## src/rtl/branch_resolve_tracker_pkg.sv

```systemverilog
// branch_resolve_tracker_pkg: shared predictor constants and tracking-entry layout
package branch_resolve_tracker_pkg;

    typedef enum logic [1:0] {
        SNT = 2'd0,
        WNT = 2'd1,
        WT  = 2'd2,
        ST  = 2'd3
    } pred_state_e;

    localparam int DEFAULT_DEPTH = 4;
    localparam int DEFAULT_PC_W  = 8;

    localparam int ENTRY_PRED_BIT = 0;
    localparam int ENTRY_PC_LSB   = 1;

endpackage

```

## src/rtl/branch_track_fifo.sv

```systemverilog
// branch_track_fifo: synchronous in-order FIFO with clear and head-data output
module branch_track_fifo #(
    parameter int DEPTH = 4,
    parameter int W     = 9
) (
    input  logic                     clk,
    input  logic                     reset,
    input  logic                     push,
    input  logic                     pop,
    input  logic                     clear,
    input  logic [W-1:0]             din,
    output logic [W-1:0]             dout,
    output logic [$clog2(DEPTH):0]   count,
    output logic                     empty
);
    localparam int AW = $clog2(DEPTH);

    logic [W-1:0]  mem [DEPTH];
    logic [AW-1:0] wr_ptr;
    logic [AW-1:0] rd_ptr;
    logic          do_push;
    logic          do_pop;
    logic          full;

    // occupancy flags and qualified push/pop
    always_comb begin
        empty   = count == '0;
        full    = count == (AW+1)'(DEPTH);
        do_push = push && !full;
        do_pop  = pop && !empty;
        dout    = mem[rd_ptr];
    end

    // pointers wrap naturally at log2(DEPTH) bits; clear discards everything
    always_ff @(posedge clk) begin
        if (reset || clear) begin
            wr_ptr <= '0;
            rd_ptr <= '0;
            count  <= '0;
        end else begin
            if (do_push) wr_ptr <= wr_ptr + 1'b1;
            if (do_pop) rd_ptr <= rd_ptr + 1'b1;
            count <= count + (AW+1)'(do_push) - (AW+1)'(do_pop);
        end
    end

    // entry storage needs no reset; validity is tracked by count
    always_ff @(posedge clk) begin
        if (do_push && !clear) mem[wr_ptr] <= din;
    end

endmodule

```

## src/rtl/branch_resolve_tracker.sv

```systemverilog
// branch_resolve_tracker: tracks in-flight predictions, trains predictor, flags mispredicts
module branch_resolve_tracker
    import branch_resolve_tracker_pkg::*;
#(
    parameter int DEPTH = DEFAULT_DEPTH,
    parameter int PC_W  = DEFAULT_PC_W,
    parameter int CNT_W = 8
) (
    input  logic             clk,
    input  logic             reset,
    input  logic             request,
    input  logic [PC_W-1:0]  pc_in,
    input  logic             prediction,
    input  logic             resolve_valid,
    input  logic             resolve_taken,
    output logic             result,
    output logic             taken,
    output logic             mispredict,
    output logic [PC_W-1:0]  flush_pc,
    output logic             full,
    output logic             empty,
    output logic [CNT_W-1:0] correct_cnt,
    output logic [CNT_W-1:0] mispredict_cnt
);
    localparam int AW = $clog2(DEPTH);
    localparam int EW = PC_W + 1;

    logic            req_d;
    logic [PC_W-1:0] pc_d;
    logic [EW-1:0]   head;
    logic [EW-1:0]   entry;
    logic [AW:0]     count;
    logic [AW+1:0]   pending;
    logic            fifo_empty;
    logic            pop;
    logic            flush;
    logic            push;

    branch_track_fifo #(.DEPTH(DEPTH), .W(EW)) u_fifo (
        .clk   (clk),
        .reset (reset),
        .push  (push),
        .pop   (pop),
        .clear (flush),
        .din   (entry),
        .dout  (head),
        .count (count),
        .empty (fifo_empty)
    );

    // pending capture counts toward full so a request always has a slot
    always_comb begin
        pending = {1'b0, count} + (AW+2)'(req_d);
        full    = pending >= (AW+2)'(DEPTH);
        empty   = fifo_empty;
        pop     = resolve_valid && !fifo_empty;
        flush   = pop && (resolve_taken != head[ENTRY_PRED_BIT]);
        push    = req_d && !flush;
        entry   = {pc_d, prediction};
    end

    // request stage: the predictor answers one cycle after the lookup
    always_ff @(posedge clk) begin
        if (reset) begin
            req_d <= 1'b0;
            pc_d  <= '0;
        end else begin
            req_d <= request && !full;
            pc_d  <= pc_in;
        end
    end

    // registered training strobe, flush pulse and saturating statistics
    always_ff @(posedge clk) begin
        if (reset) begin
            result         <= 1'b0;
            taken          <= 1'b0;
            mispredict     <= 1'b0;
            flush_pc       <= '0;
            correct_cnt    <= '0;
            mispredict_cnt <= '0;
        end else begin
            result     <= pop;
            taken      <= pop && resolve_taken;
            mispredict <= flush;
            if (flush) flush_pc <= head[ENTRY_PC_LSB +: PC_W];
            if (flush && !(&mispredict_cnt)) mispredict_cnt <= mispredict_cnt + 1'b1;
            if (pop && !flush && !(&correct_cnt)) correct_cnt <= correct_cnt + 1'b1;
        end
    end

endmodule

```

## config.mk

```make
export PLATFORM = sky130hd
export DESIGN_NAME = branch_resolve_tracker
export DESIGN_NICKNAME = d
export VERILOG_FILES = /design/src/rtl/branch_resolve_tracker_pkg.sv /design/src/rtl/branch_track_fifo.sv /design/src/rtl/branch_resolve_tracker.sv
export SDC_FILE = /design/constraint.sdc
export NUM_CORES = 1
export LEC_CHECK = 0
export CAP_MARGIN = 5
export CORE_MARGIN = 4
export CORE_UTILIZATION = 54
export CTS_BUF_LIST = sky130_fd_sc_hd__clkbuf_4 sky130_fd_sc_hd__clkbuf_8 sky130_fd_sc_hd__clkbuf_16
export DETAILED_ROUTE_END_ITERATION = 12
export GPL_TIMING_DRIVEN = 0
export PLACE_DENSITY = 0.82
export SYNTH_ARGS = -nofsm -noshare
export SYNTH_HDL_FRONTEND = slang
export SYNTH_SLANG_ARGS = --single-unit
```

## constraint.sdc

```tcl
create_clock -name clk -period 3.05 [get_ports clk]
set_input_delay 0.4575 -clock clk [delete_from_list [all_inputs] [get_ports clk]]
set_output_delay 0.4575 -clock clk [all_outputs]
set_load 0.01 [all_outputs]
```

=== Yosys cells after proc, flatten, opt, wreduce, memory -nomap -nowiden ===
Memories as Yosys holds them, arrays and structs flattened. A register that Yosys moved wholly into a read port is not among the register bits.
Index checks and enable logic that the tools add are counted.

* Mux-type cells: 4
* Equality and inequality tests: 2
* Reduce and logical (&&, ||, !) cells: 21
* $add $sub $neg: 7
* Magnitude comparators: 1

{| class="wikitable"
|+ Operator list
! kind !! count
|-
| adder 8 x 1 -> 8 bit (second input constant) || 2
|-
| AND reduction 8 bit || 2
|-
| logical AND 1 bit || 11
|-
| logical NOT 1 bit || 6
|-
| adder 2 x 1 -> 2 bit (second input constant) || 2
|-
| adder 3 x 1 -> 4 bit || 1
|-
| >= comparator 4 x 3 -> 1 bit (second input constant) || 1
|-
| 2-to-1 mux 2 bit || 2
|-
| adder 3 x 1 -> 3 bit || 1
|-
| equality test 3 bit (second input constant) || 1
|-
| logical NOT 3 bit || 1
|-
| subtractor 3 x 1 -> 3 bit || 1
|-
| 2-to-1 mux 1 bit || 2
|-
| logical OR 1 bit || 1
|-
| inequality test 1 bit || 1
|}

* Input bits: 14
* Memories: 1
* Logic and storage cells: 47
* Bits in registers: 43
* RAM bits: 36
* Output and inout port bits: 29

{| class="wikitable"
|+ Memory list
! memory !! words !! bits a word !! rd ports !! clocked after Yosys merged registers in !! write ports !! RTL line !! RTL
|-
| u_fifo.mem || 4 || 9 || 1 || 1 || 1 || branch_track_fifo.sv:18 || <nowiki>logic [W-1:0] mem [DEPTH];</nowiki>
|}

=== Logic depth before layout (Yosys ltp) ===
Gate-level depths: netlist of the first run.

* Word-level depth: 10
* Depth in mapped cells: 10
* Mapped depth without buffers: 9

=== By module ===
Synthesis of the first run repeated with hierarchy kept, for this count alone.

* Cell total of the unflattened synthesis: 253
* Area total of the unflattened synthesis: 3,209.3 um^2

{| class="wikitable"
|+ Modules (own cells, without submodules)
! module !! instances !! cells an instance !! seq. area each (um^2) !! area an instance (um^2)
|-
| branch_track_fifo || 1 || 96 || 1,261.2 || 1,794.2
|-
| branch_resolve_tracker || 1 || 157 || 720.7 || 1,415.1
|}

=== Least setup slack after synthesis of the first run ===
Ideal clock, no wire load.

* Kind: register to register
* Start point: register with a tool-made name
* End point: register u_fifo.count[1]
* Arrival time: 2.295 ns
* Setup time: 0.064 ns
* Slack: 0.690 ns
* Stages on the path, launching flop included: 9
* Required time: 2.986 ns
* Cell sequence: dfxtp_1 -> buf_6 -> mux4_2 -> xor2_1 -> a21oi_1 -> ha_1 -> inv_1 -> fa_1 -> nor2_1

{| class="wikitable"
|+ RTL lines
! element !! RTL line !! RTL
|-
| to (signal assigned) || branch_track_fifo.sv:43 || <nowiki>count <= count + (AW+1)'(do_push) - (AW+1)'(do_pop);</nowiki>
|-
| to (decl) || branch_track_fifo.sv:13 || <nowiki>output logic [$clog2(DEPTH):0] count,</nowiki>
|}

==> qor.yml, run 1 <==
cap_violations: 0
clock.fmax_mhz: 363.6
synth_top_area_frac: 0.3372
grt_antenna_before_repair: 0
antenna_left: 0
crit_family: "adder cells"
dieArea_um2: 7233
setup_tns_ns: 0
drt_first_pass_iters: 4
synth.avg_cell_area_um2: 13.08
grt_max_degree: 16
post-route-period-util: 0.9017
die_width_um: 85.05
hold_viol_final: 0
seq_area_um2: 1982
yosysSeqAreaShare: 0.6183
critPathKind: "register to register"
grt_pass1_wl_um: 10150
wirelength_um: 6021
fill_cells: 376
avgViaCountPerCell: 5.623
synth_area_um2: 3206
syn_inst: 245
synth_cell_types: 45
nets: 321
core.rowCount: 27
die_height_um: 85.05
routedWlPerCell_um: 16.10
drive_above_1_share: 0.1060
critPathRequiredTime_ns: 3.33
overflow: 0
syn_to_final_growth_pct: 22.17
diodes: 0
cts_tree: "done"
worst_path_max_delay_cell: "xor2_1"
cts_resized: 0
hold_path_class: "register to register"
drc: 0
syn_nets: 269
gp_congestion: 0.8562
endpoint_kind: "register"
cp_cell_sequence: "buf_6 -> mux4_2 -> xor2_1 -> a21oi_1 -> ha_1 -> inv_1 -> fa_1 -> nor2_1"
max_stage_delay_ns: 0.56
rsz0062_at_grt: "no"
leakage_nw: 1.350
hold_start: "flush_pc[1]$_SDFFE_PP0P_"
cts_buffer_depth: 2
worst_ep_arrival_time_ns: 3.03
ios: 43
synth_seq_cells: 81
synth_largest_area_cell: "edfxtp_1"
clock_skew_ns: 0.008541
multi_input_area_um2: 1137
cp-start-kind: "register"
clkSinkCount: 81
dp_hpwl_um: 4174
portBuffers: 41
finalSetupViolations: 0
path_buf_inv: 2
p_per_area_nw_per_um2: 691.9
cts_setup_buffers: 0
clk_pin_slew_ns: 0.09
clk_latency_ns: 0.35
grt_use_total: 0.1824
ys_top_cells_by_area: "edfxtp_1 34%, dfxtp_1 28%, mux4_2 4.9%, ha_1 3.5%, a21oi_1 2.3%"
post-route-min-period_ns: 2.750
clockRootBuffer: "clkbuf_8"
grt_pass1_vias: 2117
drt-initial-drc-count: 147
ctsHtreeMaxLevel: 3
start_util: 0.5682
yosys_warnings: 0
path_max_fanout: 9
ctsHoldBuffers: 0
status: "complete, no violations"
peakVddDrop_mv: 0.4518
fp.coreArea_um2: 5642
cts_inserted_buffers: 9
vias: 2103
whs_ns: 0.4827
worstMarginPinSlew_ns: 0.7399
slew-limit-headroom: 0.5038
final-max-slew-violation-count: 0
-- cell usage in the layout (no fill, tap or decap), types with 3 or more instances in the layout --
cell / synthesis / layout
clkbuf_1: 4 / 4
o31ai_1: 6 / 6
xnor2_1: 3 / 3
or4_1: 5 / 5
clkdlybuf4s50_1: 0 / 41
edfxtp_1: 36 / 36
o21ai_0: 6 / 6
nand2b_1: 4 / 4
a21oi_1: 15 / 15
inv_6: 0 / 3
inv_1: 10 / 10
nor3_1: 6 / 6
nor2_1: 12 / 12
and2_1: 6 / 6
clkbuf_8: 0 / 10
mux2i_1: 3 / 3
nand2_1: 7 / 7
or3_1: 5 / 5
nor2b_1: 8 / 8
nand3_1: 8 / 8
a22o_1: 8 / 8
dfxtp_1: 45 / 45
ha_1: 9 / 9
mux4_2: 7 / 7
-- metrics by stage --
| step | std cells | utilization | instance area, um^2 | setup WS [ns] | total power [mW] |
|---|---|---|---|---|---|
| finish | 374 | 0.6942 | 3916 | 0.2999 | 2.710 |
| global route | 374 | 0.6942 | 3916 | 0.1140 | 2.868 |
| global placement | 358 | 0.6569 | 3706 | 0.3783 | 1.901 |
| detailed placement | 358 | 0.6569 | 3706 | 0.3254 | 1.922 |
| floorplan | 245 | - | 3206 | 0.6904 | 1.702 |
| CTS | 374 | 0.6942 | 3916 | 0.2982 | 2.724 |
-- power by group --
group          internal, mW  switching, mW
Sequential             1.23         0.0678
Clock                 0.411          0.403
Combinational         0.279          0.318
-- kinds of logic (layout without fill, tap and decap cells) --
kind of cell,after synthesis,in the layout,share of synthesized area
AO/OA/AOI/OAI,44,44,0.09172
XOR/XNOR,5,5,0.01366
adder cells (fa/ha/maj),10,10,0.04137
buffers and inverters,19,76,0.02693
flip-flops,81,81,0.6183
multiplexers,13,13,0.07845
AND/OR/NAND/NOR,73,73,0.1296
-- per-layer routing --
layer | vias to the layer above | GRT usage | share of wire
li1 | 1026 | - | -
met1 | 1010 | 0.2270 | 0.41
met2 | 56 | 0.3008 | 0.51
met3 | 11 | 0.04854 | 0.057
met4 | 0 | 0.07626 | 0.019
met5 | - | 0 | 0
-- cell usage after synthesis --
| cell | n |
|---|---|
| nand3_1 | 8 |
| ha_1 | 9 |
| and2_1 | 6 |
| xnor2_1 | 3 |
| buf_6 | 1 |
| nand2b_1 | 4 |
| a21oi_2 | 1 |
| a21oi_1 | 15 |
| mux4_2 | 7 |
| a31oi_1 | 1 |
| o21ai_1 | 1 |
| dfxtp_1 | 45 |
| inv_1 | 10 |
| xor2_1 | 2 |
| clkbuf_1 | 4 |
| nand4_1 | 2 |
| a21o_1 | 1 |
| nor4b_1 | 1 |
| or4_1 | 5 |
| nor3_2 | 1 |
| fa_1 | 1 |
| nor3b_1 | 1 |
| buf_4 | 1 |
| buf_2 | 2 |
| nor2b_1 | 8 |
| mux2i_1 | 3 |
| nor4_1 | 2 |
| a41o_1 | 1 |
| edfxtp_1 | 36 |
| o21ai_0 | 6 |
| or3_1 | 5 |
| a22o_1 | 8 |
| and4b_1 | 2 |
| nand2_1 | 7 |
| and3_1 | 2 |
| mux4_1 | 2 |
| and4_1 | 1 |
| o31ai_2 | 1 |
| o2111ai_1 | 1 |
| nor3_1 | 6 |
| o31ai_1 | 6 |
| o211ai_1 | 2 |
| mux2_2 | 1 |
| nor2_1 | 12 |
| clkbuf_2 | 1 |
-- flip-flops by register name, summed over array words and instances, names as in the netlist, 2 cells and up, named ones only --
name and cells:
pc_d 8, correct_cnt 8, u_fifo.rd_ptr 2, u_fifo.count 3, flush_pc 8, mispredict_cnt 8, u_fifo.mem 36, u_fifo.wr_ptr 2
-- worst reg2reg max path, delay by kind of cell, from the launching register on --
| family | cells | cell delay [ns] |
|---|---|---|
| adder cells (fa/ha/maj) | 2 | 0.66 |
| multiplexers | 1 | 0.55 |
| flip-flops | 1 | 0.33 |
| XOR/XNOR | 1 | 0.56 |
| AO/OA/AOI/OAI | 1 | 0.25 |
| buffers and inverters | 2 | 0.24 |
| AND/OR/NAND/NOR | 1 | 0.11 |
-- worst paths after layout --
check        slack, ns  cells after the start                    endpoint
max reg2reg       0.30                      8  u_fifo.count[1]$_SDFF_PP0_
max               0.30                      8  u_fifo.count[1]$_SDFF_PP0_
min reg2reg       0.48                      1    flush_pc[1]$_SDFFE_PP0P_
min               0.48                      1    flush_pc[1]$_SDFFE_PP0P_
-- area by class of cell --
cell class,count,share of cell area
Buffer,9,0.01246
Multi-Input combinational cell,145,0.2904
Clock buffer,10,0.03514
Tap cell,72,0.02300
Sequential cell,81,0.5061
Timing Repair Buffer,41,0.1048
Inverter,10,0.009585
Clock inverter,6,0.01853
No activity file was read; power rests on OpenSTA's default activity.
==> run 2, diff against run 1 <==
--- a/config.mk
+++ b/config.mk
@@ -7,11 +7,13 @@
 export LEC_CHECK = 0
 export CAP_MARGIN = 5
 export CORE_MARGIN = 4
-export CORE_UTILIZATION = 54
+export CORE_UTILIZATION = 49
 export CTS_BUF_LIST = sky130_fd_sc_hd__clkbuf_4 sky130_fd_sc_hd__clkbuf_8 sky130_fd_sc_hd__clkbuf_16
 export DETAILED_ROUTE_END_ITERATION = 12
 export GPL_TIMING_DRIVEN = 0
-export PLACE_DENSITY = 0.82
+export HOLD_SLACK_MARGIN = 0.12
+export PLACE_DENSITY = 0.78
+export REMOVE_ABC_BUFFERS = 1
 export SYNTH_ARGS = -nofsm -noshare
 export SYNTH_HDL_FRONTEND = slang
 export SYNTH_SLANG_ARGS = --single-unit
==> constraint.sdc (replaced) <==
create_clock -name clk -period 2.2 [get_ports clk]
set_input_delay 0.33 -clock clk [delete_from_list [all_inputs] [get_ports clk]]
set_output_delay 0.33 -clock clk [all_outputs]
set_load 0.01 [all_outputs]
==> run 2 against run 1 <==
  * The flow now finishes with violations (setup timing)
  * Critical path type unchanged
  * Via count increased by 0.76%
  * Final cell count stayed put
  * Maximum frequency increased by 22%
  * Clock power increased by 46%
  * Sequential cell count did not move
  * Sequential power increased by 41%
  * Hold slack got worse by 0.0051 ns
==> qor.yml, run 2 (synthesis gave the netlist of run 1 again) <==
crit_family: "adder cells"  # unchanged
drive_above_1_share: 0.1616  # was 0.1060
fp.coreArea_um2: 6350  # was 5642 um^2
finalSetupViolations: 2  # was 0
ios: 43  # unchanged
utilization: 0.6298  # was 0.6942
cts_tree: "done"  # unchanged
fill_cells: 448  # was 376
largest_reg_flops: 36  # unchanged
vias: 2119  # was 2103
final_common_cell: "dfxtp_1"  # unchanged
start_util: 0.5048  # was 0.5682
path_buf_inv: 1  # was 2
cts_inserted_buffers: 9  # unchanged
endpoint_kind: "register"  # unchanged
grt_antenna_before_repair: 0  # unchanged
worst_path_max_delay_cell: "mux4_2"  # was xor2_1
die_width_um: 88.88  # was 85.05 um
status: "complete, but fails checks"  # was complete, no violations
hold_start: "flush_pc[4]$_SDFFE_PP0P_"  # was flush_pc[1]$_SDFFE_PP0P_
clock_skew_ns: 0.01095  # was 0.008541 ns
post-route-min-period_ns: 2.262  # was 2.750 ns
clock.fmax_mhz: 442.0  # was 363.6 MHz
crit_start: "u_fifo.mem[3][0]$_DFFE_PP_"
critPathRequiredTime_ns: 2.44  # was 3.33 ns
cp-start-kind: "register"  # unchanged
clk_latency_ns: 0.35  # about the same
slew-limit-headroom: 0.4642  # was 0.5038
grt_max_degree: 35  # was 16
ctsHoldBuffers: 0  # unchanged
seq_area_um2: 1992  # was 1982 um^2
drt_first_pass_iters: 4  # unchanged
final-max-slew-violation-count: 0  # unchanged
worstMarginPinSlew_ns: 0.7969  # was 0.7399 ns
grt_pass1_vias: 1999  # was 2117
clockRootBuffer: "clkbuf_8"  # unchanged
drt-initial-drc-count: 134  # was 147
clkSinkCount: 81  # unchanged
diodes: 0  # unchanged
leakage_nw: 1.369  # was 1.350 nW
r2r_slack_ns: -0.06  # was 0.30 ns
grt_use_total: 0.1694  # was 0.1824
grt_pass1_wl_um: 9873  # was 10150 um
cts_buffer_depth: 2  # unchanged
whs_ns: 0.4776  # was 0.4827 ns
violations: "setup timing"
max_stage_delay_ns: 0.57  # was 0.56 ns
p_per_area_nw_per_um2: 982.4  # was 691.9 nW/um^2
hold_viol_final: 0  # unchanged
peakVddDrop_mv: 0.6026  # was 0.4518 mV
clk_pin_slew_ns: 0.09  # about the same
multi_input_area_um2: 1210  # was 1137 um^2
worst_slack_ns: -0.06239  # was 0.2999 ns
syn_to_final_growth_pct: 24.75  # was 22.17%
overflow: 0  # unchanged
dieArea_um2: 7900  # was 7233 um^2
final_cell_mix: "41 x dfxtp_1, 40 x clkdlybuf4s50_1, 36 x edfxtp_1"  # was 45 x dfxtp_1, 41 x clkdlybuf4s50_1, 36 x edfxtp_1
post-route-period-util: 1.028  # was 0.9017
hold_path_class: "register to register"  # unchanged
top_register: "u_fifo.mem"  # unchanged
portBuffers: 42  # was 41
antenna_left: 0  # unchanged
die_height_um: 88.88  # was 85.05 um
core.rowCount: 29  # was 27
r2r-start: "u_fifo.mem[3][0]$_DFFE_PP_"
dp_hpwl_um: 3980  # was 4174 um
cap_violations: 0  # unchanged
worst_ep_arrival_time_ns: 2.51  # was 3.03 ns
gp_congestion: 0.8222  # was 0.8562
nets: 316  # was 321
critPathKind: "register to register"  # unchanged
routedWlPerCell_um: 16.42  # was 16.10 um
path_max_fanout: 5  # was 9
wirelength_um: 6140  # was 6021 um
cp_cell_sequence: "mux4_2 -> xor2_4 -> a21oi_4 -> ha_2 -> inv_2 -> fa_2 -> nor2_2"  # was buf_6 -> mux4_2 -> xor2_1 -> a21oi_1 -> ha_1 -> inv_1 -> fa_1 -> nor2_1
setup_tns_ns: -0.08360  # was 0 ns
rsz0062_at_grt: "yes"  # was no
drc: 0  # unchanged
ctsHtreeMaxLevel: 3  # unchanged
finalPower_mw: 3.929  # was 2.710 mW
avgViaCountPerCell: 5.666  # was 5.623
-- run 2: changes by cell type in the layout (fill, tap and decap cells not counted), moves of 4 or more --
cell,before,now
dfxtp_1,45,41
clkbuf_1,4,0
and2_1,6,2
and2_2,0,4
-- run 2: through the flow --
stage,cell area (um^2),setup WS (ns),instances
global route,3999,-0.1222,374
CTS,3998,-0.05979,374
global placement,3674,-1.189,355
detailed placement,3674,-1.324,355
finish,3999,-0.06239,374
floorplan,3157,-0.6972,236
-- run 2: layer usage --
layer | routed length [um] | global-route usage | vias to the layer above
li1 | - | - | 1019
met5 | 0 | 0 | -
met2 | 3328 | 0.2841 | 48
met4 | 84 | 0.06868 | 0
met3 | 244 | 0.04004 | 7
met1 | 2483 | 0.2109 | 1045
-- run 2: worst paths after layout --
path                                                   end  cells past startpoint
worst min register to register    flush_pc[4]$_SDFFE_PP0P_                      1
worst min-delay path              flush_pc[4]$_SDFFE_PP0P_                      1
worst max-delay path            u_fifo.count[1]$_SDFF_PP0_                      7
worst max register to register  u_fifo.count[1]$_SDFF_PP0_                      7
-- run 2: final cells by class --
class                      count  share of cell area
clock buffer                   9             0.03098
tap                           77             0.02409
inverter                      10            0.009387
clock inverter                 7             0.02566
sequential                    81              0.4981
timing repair buffer          45              0.1092
multi-input combinational    145              0.3026
-- run 2: repair_timing --
item / 4_1_cts / 5_1_grt
resized for setup: 23 / 3
setup buffers: 3 / 0
pin swaps: 4 / 0
setup endpoints to repair: 71 / 32
-- run 2: power by group --
group | internal, mW | switching, mW
clock | 0.648 | 0.542
combinational | 0.435 | 0.476
sequential | 1.72 | 0.112
total | 2.80 | 1.13
==> variant, RTL diff (flow settings as in run 1) <==
The parameter `CNT_W` goes from 8 to 10.
--- a/src/rtl/branch_resolve_tracker.sv
+++ b/src/rtl/branch_resolve_tracker.sv
@@ -4,7 +4,7 @@
 #(
     parameter int DEPTH = DEFAULT_DEPTH,
     parameter int PC_W  = DEFAULT_PC_W,
-    parameter int CNT_W = 8
+    parameter int CNT_W = 10
 ) (
     input  logic             clk,
     input  logic             reset,
Ports: changed (resized correct_cnt and mispredict_cnt); port bits go from 43 to 47. The function was not compared with the original's and may differ.
==> variant against run 1 <==
Critical endpoint is now u_fifo.count[2]. Largest power group unchanged. Power grew 5.9%. Worst setup slack is essentially flat. Sequential cell count grew 4. Routed wire length grew 15%. Synthesized area is 11% higher. Cell area up 11%.
==> variant: results <==
metrics = {
    "run_status": {
        "status": "completed",
    },
    "logic_synthesis": {
        "ys_top_cells_by_count": "49 x dfxtp_1, 36 x edfxtp_1, 22 x nor2_1",
        "synth_xor_area_frac": 0.0165,
        "ys_seq_area_frac": 0.580,
        "synthMuxAreaShare": 0.115,
        "syn_nets": 305,
        "synthArstFlopShare": 0,
        "synth_compound_area_frac": 0.0602,
        "synth-main-ff-cell": "dfxtp_1",
        "synth_top_family_by_area": "simple AND/OR/NAND/NOR gates",
        "synth_cell_type_count": 44,
        "synth.area.top_cells": "edfxtp_1 30%, dfxtp_1 28%, mux4_1 5.9%",
        "synthAdderAreaFrac": 0.0373,
    },
    "final_layout": {
        "antenna_cells": 0,
        "largestRegisters": "u_fifo.mem (36), correct_cnt (10), mispredict_cnt (10)",
        "nNetsFinal": 362,
        "fillCellCount": 463,
        "drive_above_1_share": 0.111,
    },
    "worst_setup_path": {
        "slowest_stage": "mux4_2",
        "ff2ff_path_depth": 10,
        "arrival_ps": 2990,
        "slowest_delay_ps": 590,
        "crit_family": "multiplexers",
        "crit_fanout": 10,
        "regToRegSetupSlack_ps": 300,
        "endpoint_kind": "flop",
        "reg2reg_to": "u_fifo.count[2]",
    },
    "cts": {
        "cts_resized": 0,
        "cts-htree-levels": 3,
        "clk_latency_ps": 350,
        "cts_buffer_depth": 2,
        "cts.clk_slew.worst_paths_ps": 90,
    },
    "worst_hold_path": {
        "hold_class": "flop to flop",
        "whs_path_depth": 0,
        "min_from": "pc_d[3]",
        "worstHoldEndpoint": "u_fifo.mem[2][4]",
    },
    "timing": {
        "skew_ps": 14.1,
        "tightest_slew_ps": 667,
    },
    "place": {
        "dp_hpwl_mm": 4.81,
        "gp_congestion": 0.825,
        "placed_area_um2": 4110,
        "port-buffer-count": 46,
    },
    "global_routing": {
        "grt_pass1_vias": 2282,
        "grtUsageTotal": 0.188,
        "grt_pass1_wl_mm": 11.1,
    },
    "power": {
        "p_int_mw": 2.06,
        "comb-power_mw": 0.644,
        "power.leakage_nw": 1.54,
        "max-vdd-ir-drop_mv": 0.382,
        "pwr-share-seq": 0.471,
    },
    "routing": {
        "routed_wl_mm": 6.92,
        "drt-vias-per-instance": 5.63,
        "first_iter_violations": 105,
    },
}
[variant: metrics by stage]
step	utilization	power, mW	setup slack, ps	std cells	hold slack (ps)
finish	0.679	2.87	300	420	467
global route	0.679	3.03	162	420	494
CTS	0.679	2.90	294	420	475
detailed placement	0.644	2.02	297	404	462
global placement	0.644	2.00	346	404	448
floorplan	-	1.79	582	281	438
[variant: metal layers]
layer  global-route usage  part of all wire  routed length (um)  up-vias
met2                0.297              0.50                3490       66
met3               0.0691             0.052                 358        9
met5                    0                 0                   0        -
met1                0.239              0.43                2980     1138
li1                     -                 -                   -     1150
met4               0.0690             0.013                  93        0
[variant: final cells by class]
type,count,area share
buffer,13,0.0153
multi-input combinational,173,0.320
inverter,10,0.00865
clock inverter,6,0.0216
tap,77,0.0222
sequential,85,0.475
timing repair buffer,46,0.106
clock buffer,10,0.0303
